`src/rtl/int_step_executor_pkg.sv`:
```
// Shared definitions for the interrupt step-code executor: step codes,
// FSM state encoding and default datapath widths.
package int_pkg;

    localparam int DATA_W_DFLT = 16;
    localparam int PC_W_DFLT   = 32;
    localparam int ADDR_W_DFLT = 20;

    localparam logic [3:0] STEP_NOP        = 4'b0000;
    localparam logic [3:0] STEP_PUSH_PC    = 4'b0001;
    localparam logic [3:0] STEP_PUSH_FLAGS = 4'b0011;
    localparam logic [3:0] STEP_FETCH_VEC  = 4'b0111;
    localparam logic [3:0] STEP_COMMIT     = 4'b1000;

    typedef enum logic [1:0] {
        IDLE    = 2'd0,
        WR_WAIT = 2'd1,
        RD_LO   = 2'd2,
        RD_HI   = 2'd3
    } state_e;

endpackage

```
`src/rtl/int_mem_port.sv`:
```
// Single-outstanding request/ack stage: captures one access on start and
// holds mem_* stable until the acknowledge is sampled.
module int_mem_port
    import int_pkg::*;
#(
    parameter int DATA_W = DATA_W_DFLT,
    parameter int ADDR_W = ADDR_W_DFLT
) (
    input  logic              clk,
    input  logic              rst,
    input  logic              start,
    input  logic              we,
    input  logic [ADDR_W-1:0] addr,
    input  logic [DATA_W-1:0] wdata,
    output logic              done,
    output logic              mem_req,
    output logic              mem_we,
    output logic [ADDR_W-1:0] mem_addr,
    output logic [DATA_W-1:0] mem_wdata,
    input  logic              mem_ack
);

    // An acknowledge seen while no request is outstanding is ignored.
    assign done = mem_req & mem_ack;

    // NOTE: sequential state uses non-blocking assignments so every register
    // samples pre-edge values regardless of statement order.
    always_ff @(posedge clk or negedge rst) begin
        if (!rst) begin
            mem_req   <= 1'b0;
            mem_we    <= 1'b0;
            mem_addr  <= '0;
            mem_wdata <= '0;
        end else if (mem_req) begin
            if (mem_ack) begin
                mem_req <= 1'b0;
            end
        end else if (start) begin
            mem_req   <= 1'b1;
            mem_we    <= we;
            mem_addr  <= addr;
            mem_wdata <= wdata;
        end
    end

endmodule

```
`src/rtl/int_step_executor.sv`:
```
// Interrupt step-code consumer: pushes PC/flags, fetches the vector and
// commits the new PC/SP to the fetch stage.
module int_step_executor
    import int_pkg::*;
#(
    parameter int          DATA_W   = DATA_W_DFLT,
    parameter int          PC_W     = PC_W_DFLT,
    parameter int          ADDR_W   = ADDR_W_DFLT,
    parameter int          FLAG_W   = 4,
    parameter int unsigned VEC_ADDR = 0
) (
    input  logic              clk,
    input  logic              rst,
    input  logic [3:0]        step_code,
    input  logic              step_valid,
    output logic              step_ready,
    input  logic [PC_W-1:0]   pc_in,
    input  logic [FLAG_W-1:0] flags_in,
    input  logic [ADDR_W-1:0] sp_in,
    output logic              mem_req,
    output logic              mem_we,
    output logic [ADDR_W-1:0] mem_addr,
    output logic [DATA_W-1:0] mem_wdata,
    input  logic [DATA_W-1:0] mem_rdata,
    input  logic              mem_ack,
    output logic [PC_W-1:0]   pc_out,
    output logic              pc_load,
    output logic [ADDR_W-1:0] sp_out,
    output logic              sp_load,
    output logic              int_active,
    input  logic              int_clr,
    output logic              seq_err
);

    localparam logic [ADDR_W-1:0] VEC_LO = ADDR_W'(VEC_ADDR);
    localparam logic [ADDR_W-1:0] VEC_HI = ADDR_W'(VEC_ADDR + 1);

    state_e            state;
    logic [1:0]        push_cnt;
    logic              vec_ok;
    logic [PC_W-1:0]   pc_sh;
    logic [FLAG_W-1:0] flags_sh;
    logic [ADDR_W-1:0] sp_sh;

    logic              accept;
    logic              mem_done;
    logic              iss_start;
    logic              iss_we;
    logic [ADDR_W-1:0] iss_addr;
    logic [DATA_W-1:0] iss_wdata;

    assign step_ready = (state == IDLE);
    assign accept     = step_valid & step_ready;

    // Memory access launched by the code being accepted (or the second vector read).
    always_comb begin
        // NOTE: every output gets a default first so no path leaves it
        // unassigned, which would otherwise infer a latch.
        iss_start = 1'b0;
        iss_we    = 1'b0;
        iss_addr  = '0;
        iss_wdata = '0;
        unique case (state)
            IDLE: begin
                if (accept) begin
                    case (step_code)
                        STEP_PUSH_PC: begin
                            if (push_cnt == 2'd0) begin
                                iss_start = 1'b1;
                                iss_we    = 1'b1;
                                iss_addr  = sp_in;
                                iss_wdata = pc_in[PC_W-1:DATA_W];
                            end else if (push_cnt == 2'd1) begin
                                iss_start = 1'b1;
                                iss_we    = 1'b1;
                                iss_addr  = sp_sh;
                                iss_wdata = pc_sh[DATA_W-1:0];
                            end
                        end
                        STEP_PUSH_FLAGS: begin
                            if (push_cnt >= 2'd2) begin
                                iss_start = 1'b1;
                                iss_we    = 1'b1;
                                iss_addr  = sp_sh;
                                iss_wdata = DATA_W'(flags_sh);
                            end
                        end
                        STEP_FETCH_VEC: begin
                            iss_start = 1'b1;
                            iss_addr  = VEC_LO;
                        end
                        default: ;
                    endcase
                end
            end
            RD_HI: begin
                iss_start = ~mem_req;
                iss_addr  = VEC_HI;
            end
            default: ;
        endcase
    end

    int_mem_port #(
        .DATA_W (DATA_W),
        .ADDR_W (ADDR_W)
    ) u_mem_port (
        .clk       (clk),
        .rst       (rst),
        .start     (iss_start),
        .we        (iss_we),
        .addr      (iss_addr),
        .wdata     (iss_wdata),
        .done      (mem_done),
        .mem_req   (mem_req),
        .mem_we    (mem_we),
        .mem_addr  (mem_addr),
        .mem_wdata (mem_wdata),
        .mem_ack   (mem_ack)
    );

    always_ff @(posedge clk or negedge rst) begin
        if (!rst) begin
            state      <= IDLE;
            push_cnt   <= 2'd0;
            vec_ok     <= 1'b0;
            pc_sh      <= '0;
            flags_sh   <= '0;
            sp_sh      <= '0;
            pc_out     <= '0;
            sp_out     <= '0;
            pc_load    <= 1'b0;
            sp_load    <= 1'b0;
            int_active <= 1'b0;
            seq_err    <= 1'b0;
        end else begin
            pc_load <= 1'b0;
            sp_load <= 1'b0;
            seq_err <= 1'b0;
            if (int_clr) begin
                int_active <= 1'b0;
            end
            unique case (state)
                IDLE: begin
                    if (accept) begin
                        case (step_code)
                            STEP_NOP: ;
                            STEP_PUSH_PC: begin
                                unique case (push_cnt)
                                    2'd0: begin
                                        pc_sh    <= pc_in;
                                        flags_sh <= flags_in;
                                        sp_sh    <= sp_in;
                                        state    <= WR_WAIT;
                                    end
                                    2'd1: state <= WR_WAIT;
                                    2'd2: ;
                                    2'd3: seq_err <= 1'b1;
                                endcase
                                if (push_cnt != 2'd3) begin
                                    push_cnt <= push_cnt + 2'd1;
                                end
                            end
                            STEP_PUSH_FLAGS: begin
                                if (push_cnt >= 2'd2) begin
                                    state <= WR_WAIT;
                                end else begin
                                    seq_err <= 1'b1;
                                end
                            end
                            STEP_FETCH_VEC: state <= RD_LO;
                            STEP_COMMIT: begin
                                if (vec_ok) begin
                                    pc_out     <= pc_sh;
                                    sp_out     <= sp_sh;
                                    pc_load    <= 1'b1;
                                    sp_load    <= 1'b1;
                                    int_active <= 1'b1;
                                    push_cnt   <= 2'd0;
                                    vec_ok     <= 1'b0;
                                end else begin
                                    seq_err <= 1'b1;
                                end
                            end
                            default: seq_err <= 1'b1;
                        endcase
                    end
                end
                WR_WAIT: begin
                    if (mem_done) begin
                        sp_sh <= sp_sh - 1'b1;
                        state <= IDLE;
                    end
                end
                RD_LO: begin
                    if (mem_done) begin
                        pc_sh[DATA_W-1:0] <= mem_rdata;
                        state             <= RD_HI;
                    end
                end
                RD_HI: begin
                    if (mem_done) begin
                        pc_sh[PC_W-1:DATA_W] <= mem_rdata;
                        vec_ok               <= 1'b1;
                        state                <= IDLE;
                    end
                end
            endcase
        end
    end

endmodule

```
`config.mk`:
```
export PLATFORM = sky130hd
export DESIGN_NAME = int_step_executor
export DESIGN_NICKNAME = d
export VERILOG_FILES = /design/src/rtl/int_step_executor_pkg.sv /design/src/rtl/int_mem_port.sv /design/src/rtl/int_step_executor.sv
export SDC_FILE = /design/constraint.sdc
export NUM_CORES = 1
export LEC_CHECK = 0
export CAP_MARGIN = 10
export CORE_ASPECT_RATIO = 0.75
export CORE_MARGIN = 3
export CORE_UTILIZATION = 46
export CTS_BUF_LIST = sky130_fd_sc_hd__clkbuf_4 sky130_fd_sc_hd__clkbuf_8 sky130_fd_sc_hd__clkbuf_16
export CTS_CLUSTER_SIZE = 30
export DETAILED_ROUTE_END_ITERATION = 12
export HOLD_SLACK_MARGIN = 0.02
export MAX_ROUTING_LAYER = met4
export PLACE_DENSITY_LB_ADDON = 0.15
export RECOVER_POWER = 50
export SLEW_MARGIN = 20
export SYNTH_ARGS = -nofsm -noshare
export SYNTH_HDL_FRONTEND = slang
export SYNTH_SLANG_ARGS = --single-unit
export TNS_END_PERCENT = 100
```
`constraint.sdc`:
```
create_clock -name clk -period 2.03 [get_ports clk]
set_input_delay 0.3045 -clock clk [delete_from_list [all_inputs] [get_ports clk]]
set_output_delay 0.3045 -clock clk [all_outputs]
set_load 0.02 [all_outputs]
```
-- Yosys cells after proc, flatten, opt, wreduce, memory -nomap -nowiden
Index checks and enable logic that the tools add are counted.
- $add $sub $neg: 2
- order comparisons: 1
- reduce and logical (&&, ||, !) cells: 19
- muxes and demuxes: 64
- equal/unequal tests: 23
- bitwise gates (word level): 3
- operators by type and width (kind ; count):
    2-to-1 mux 20 bit ; 8
    one-hot mux 20 bit (2 select lines) ; 3
    2-to-1 mux 32 bit ; 3
    one-hot mux 16 bit (2 select lines) ; 3
    2-to-1 mux 16 bit ; 5
    2-to-1 mux 1 bit ; 26
    AND reduction 5 bit ; 4
    subtractor 20 x 1 -> 20 bit (second input constant) ; 1
    2-to-1 mux 2 bit ; 7
    != test 2 bit (second input constant) ; 6
    one-hot mux 2 bit (3 select lines) ; 2
    AND reduction 4 bit ; 3
    != test 2 x 1 -> 1 bit (second input constant) ; 5
    nonzero test 2 bit ; 4
    equality test 2 bit (second input constant) ; 3
    != test 3 bit (second input constant) ; 2
    one-hot mux 1 bit (2 select lines) ; 3
    AND reduction 6 bit ; 1
    OR reduction 2 bit ; 3
    equality test 2 x 1 -> 1 bit (second input constant) ; 2
    equality test 4 x 1 -> 1 bit (second input constant) ; 1
    equality test 4 x 2 -> 1 bit (second input constant) ; 1
    equality test 4 x 3 -> 1 bit (second input constant) ; 1
    equality test 4 bit (second input constant) ; 1
    12 further kinds ; 14
- output and inout bits: 95
- register bits: 154
- logic and storage cells: 128
- input port bits: 81

-- Logic depth before layout (Yosys ltp)
- depth after elaboration: 8
- gate-level depth with buffers: 8
- gate-level depth less buffers: 6

-- By module
Synthesis repeated with hierarchy kept, for this count alone.
- cells, all modules: 668
- area total of the unflattened synthesis: 7578.5 µm²
- by module, submodules not included (module ; sequential area each (µm²) ; cells an instance ; instances ; area each (µm²)):
    int_step_executor ; 2902.8 ; 585 ; 1 ; 5989.5
    int_mem_port ; 950.9 ; 83 ; 1 ; 1589.0

-- Least setup slack after synthesis
No wires, ideal clock.
- path type: reg-to-reg
- start: reg push_cnt[1]
- end: reg u_mem_port.mem_wdata[10]
- data arrival time: 2.082 ns
- required time: 1.965 ns
- setup slack: -0.117 ns
- path buffers: 1
- setup time: 0.065 ns
- stages on the path, launching flop included: 8
- cell sequence: dfrtp_1 inv_1 ha_1 or3b_2 nor3_1 clkbuf_1 a22o_1 mux2_2
- word-level cells in the longest chain between the ends: 7
- elaborated cells between the ends (all ways): 15
- those cells by class: order compare (1); eq/ne (1); mux (11); reduce/logical (2)
- RTL lines (element ; RTL line ; RTL):
    from (decl) ; int_step_executor.sv:39 ; logic [1:0] push_cnt;
    from (signal assigned) ; int_step_executor.sv:161 ; push_cnt <= push_cnt + 2'd1;
    equality test 2 x 1 -> 1 bit ; int_step_executor.sv:73 ; end else if (push_cnt == 2'd1) begin
    2-to-1 mux 1 bit ; int_step_executor.sv:73 ;
    2-to-1 mux 1 bit ; int_step_executor.sv:68 ; if (push_cnt == 2'd0) begin
    one-hot mux 1 bit (3 select lines) ; int_step_executor.sv:66 ; case (step_code)
    2-to-1 mux 1 bit ; int_step_executor.sv:65 ; if (accept) begin
    one-hot mux 1 bit (2 select lines) ; int_step_executor.sv:63 ; unique case (state)
    AND reduction 2 bit (no line) ; -- ;
    to (signal assigned) ; int_mem_port.sv:42 ; mem_wdata <= wdata;
    to (decl) ; int_mem_port.sv:19 ; output logic [DATA_W-1:0] mem_wdata,
Parallel ways exist; a longest one is shown, timed or not.
A chain may end at the register's enable or synchronous reset.

-- Worst setup path after layout
- start: reg push_cnt[1]
- end: reg u_mem_port.mem_addr[12]
- word-level cells in the longest chain between the ends: 7
- elaborated cells between the ends (all ways): 16
- those cells by class: order compare (1); eq/ne (1); mux (12); reduce/logical (2)
- RTL lines (element ; RTL line ; RTL):
    equality test 2 x 1 -> 1 bit ; int_step_executor.sv:73 ;
    2-to-1 mux 1 bit ; int_step_executor.sv:73 ;
    2-to-1 mux 1 bit ; int_step_executor.sv:68 ;
    one-hot mux 1 bit (3 select lines) ; int_step_executor.sv:66 ;
    2-to-1 mux 1 bit ; int_step_executor.sv:65 ;
    one-hot mux 1 bit (2 select lines) ; int_step_executor.sv:63 ;
    AND reduction 2 bit (no line) ; -- ;
    to (signal assigned) ; int_mem_port.sv:41 ; mem_addr <= addr;
    to (decl) ; int_mem_port.sv:18 ; output logic [ADDR_W-1:0] mem_addr,
Parallel ways exist; a longest one is shown, timed or not.

==> reports/results.tsv <==
metric	value	unit
status	complete, no violations	
family with the most delay on the worst path	compound AO/OA/AOI/OAI gates	
YS warnings	0	
fin cells	1083	
Setup CP Type	flip-flop to flip-flop	
CP Data Arrival Time	2390	ps
# setup viols final	0	
row cnt	40	
TritonCTS clock tree	built	
synthesized area	0.007712	mm2
ranking of synthesized cells by area	dfrtp_1 (50%), mux2_2 (22%), a22o_1 (3.3%)	
pin count of the biggest net entering global routing	60	
All-Layer GR Usage	24.47	%
Iter 0 DRT Violations	547	
DP HPWL	15420	um
Clock Tree Root	clkbuf_16	
CORE AREA	0.01622	mm2
CTS Buffer Depth	2	
Slew Limit Fails	0	
die height	118.1	um
# fillers	1185	
worst setup margin	9.440	ps
average size of a mapped cell	12.32	um2
Hold Path Class	primary input to async pin	
DRC	0	
# Max-Cap Violations	0	
synthesized netlist cell count	626	
DP Area	0.01013	mm2
Synth Area in XOR/XNOR	0	%
Async S/R FF share, synth	100.0	%
Yosys top cell area share	49.97	%
cell area power density	1168	mW/mm2
register area share after synthesis	49.97	%
H-tree depth	4	
share of cells above drive strength 1	33.94	%
# port buffers	175	
Pleak	4.846	nW
post-synthesis adder-cell area fraction	1.622	%
vias after detailed routing	6189	
Final Cycle Share	99.53	%
Critical Path Max Stage Delay	410	ps
crit-path max FO	7	
Rel. slew slack	27.59	%
CP max stage cell	or3b_4	
Num CTS Buffers	17	
Commonest cells post-synth	dfrtp_1 (154), mux2_2 (149), a22o_1 (29), o21ai_0 (29), inv_1 (25)	
final hold viol count	0	
net count after synthesis	717	
pre-CTS setup slack	-436.2	ps
largest family of logic cells by synthesized area	multiplexers	
Worst EP required	2400	ps
simple-gate share of the synthesized area	7.268	%
grt total ovfl	0	
fmax	494.9	MHz
number of enable flip-flop cells after synthesis	0	
VDD IR-drop max	0.7124	mV
initial antenna violation count	1	
number of distinct library cells after synthesis	66	
Area Overhead vs Synth	41.66	%
Compound-Gate Fraction of Synth Area	13.27	%
wire per inst	20.47	um
initial core utilization	47.56	%
Via density	5.715	
global placement routability congestion	0.9068	
first-pass detailed-route iteration total	5	
Final Routed Wirelength	22170	um
die area	0.01837	mm2
Worst Skew	15.05	ps
CP Capture Type	flip-flop	
Worst Tran Pin Value	1086	ps
mux contribution to synthesized area	22.92	%
CP Cell Sequence	inv_2 -> ha_4 -> or3b_4 -> a211oi_4 -> clkbuf_16 -> a22o_1 -> mux2_4	
placed cells	1040	
# IOs	176	
crit path launch type	flip-flop	
Non-Filler Cell Area, Final	0.01093	mm2
WP buf/inv	2	
first-pass GRT wire length	34690	um
#FFs+latches synth	154	
die extent in x	155.5	um
Tmin final	2021	ps
nets	950	
CTS sink count	154	
clock transition at the registers of the reported paths	60	ps
area leader, netlist	dfrtp_1	
unrepaired setup endpoints after global routing	true	
fin util	67.38	%
ANT nets after route	0	
most frequent cell after synthesis	dfrtp_1	
vias in the first global route	6416	
Clock Latency Late Sink	430	ps
top_reg_cell synth	dfrtp_1	
[logic make-up (layout without fill, tap and decap cells)]
family          after synthesis  after routing
other cells                   0              1
compound gates              135            135
simple gates                 99             99
buf+inv                      70            316
fa+ha+maj                    10             10
flops                       154            154
mux                         158            158
[sequential cells by signal, summed over array words and instances, names as in the netlist]
name and count:
flags_sh 4, int_active 1, pc_out 32, pc_sh 32
push_cnt 2, seq_err 1, sp_load 1, sp_out 20
sp_sh 20, state 2, u_mem_port.mem_addr 20, u_mem_port.mem_req 1
u_mem_port.mem_wdata 16, u_mem_port.mem_we 1, vec_ok 1
[metal layers]
metal	track usage, %	up-vias	routed length (um)
li1	-	2799	-
met1	33.57	3108	9844
met2	35.89	262	10300
met3	7.211	20	1811
met4	6.288	0	217
met5	-	-	0
[stage by stage]
| step | TNS (ps) | power [mW] | hold slack (ps) |
|---|---|---|---|
| after floorplan | 0 | 7.555 | 8.909 |
| after global placement | -41140 | 9.168 | 181.8 |
| after detailed placement | -48710 | 9.374 | 180.1 |
| after CTS | 0 | 12.56 | 310.0 |
| after global routing | -804.8 | 13.46 | 308.5 |
| final | 0 | 12.76 | 293.6 |
[placed cells by master, fill, tap and decap left out, types with 5 or more instances in the layout]
cell type        instances
dfrtp_1                153
mux2_2                 145
clkdlybuf4s50_1        143
buf_4                   66
o21ai_0                 29
a22o_1                  29
dlygate4sd3_1           29
inv_1                   23
nand2_1                 20
clkbuf_16               19
nor3_1                  18
nor2_1                  16
a21oi_1                  9
mux2i_1                  9
o211ai_1                 9
nor2b_1                  7
o31ai_1                  6
a41oi_1                  6
buf_6                    6
buf_12                   6
nand3_1                  5
a31oi_1                  5
a2bb2oi_1                5
ha_1                     5
[layout make-up]
class	instances	area, um2	area share (%)
antenna	1	2.502	0.02290
clock buffer	23	495.5	4.535
clock inverter	9	87.58	0.8016
inverter	25	93.84	0.8589
multi-input combinational	402	3618	33.12
sequential	154	3855	35.28
tap	210	262.8	2.405
timing repair buffer	259	2510	22.97
[timing repair]
action	in CTS	in global routing
gates resized for setup	3	32
endpoints found under the setup margin	3	83
pin swaps	1	11
setup buffers	1	5
gates cloned	0	3
endpoints found under the hold margin	21	0
hold buffers	1	0
[where the power goes]
group / switching [mW] / leakage, nW / total (mW) / internal [mW]
clock network: 1.30 / 0.279 / 3.14 / 1.85
registers: 0.532 / 1.97 / 4.34 / 3.81
logic: 2.69 / 2.60 / 5.28 / 2.59
total: 4.51 / 4.85 / 12.8 / 8.25
[final timing paths]
kind                              start                      end  slack, ps  cells past startpoint
max                         push_cnt[1]  u_mem_port.mem_addr[12]          9                      7
min                                 rst                pc_out[2]        290                      2
max reg2reg                 push_cnt[1]  u_mem_port.mem_addr[12]          9                      7
min reg2reg                  int_active               int_active        490                      1
max in group asynchronous           rst               sp_out[13]        430                      3
min in group clk           step_code[3]                  seq_err        440                      4
Note: power is estimated with default switching activity, not from simulation.
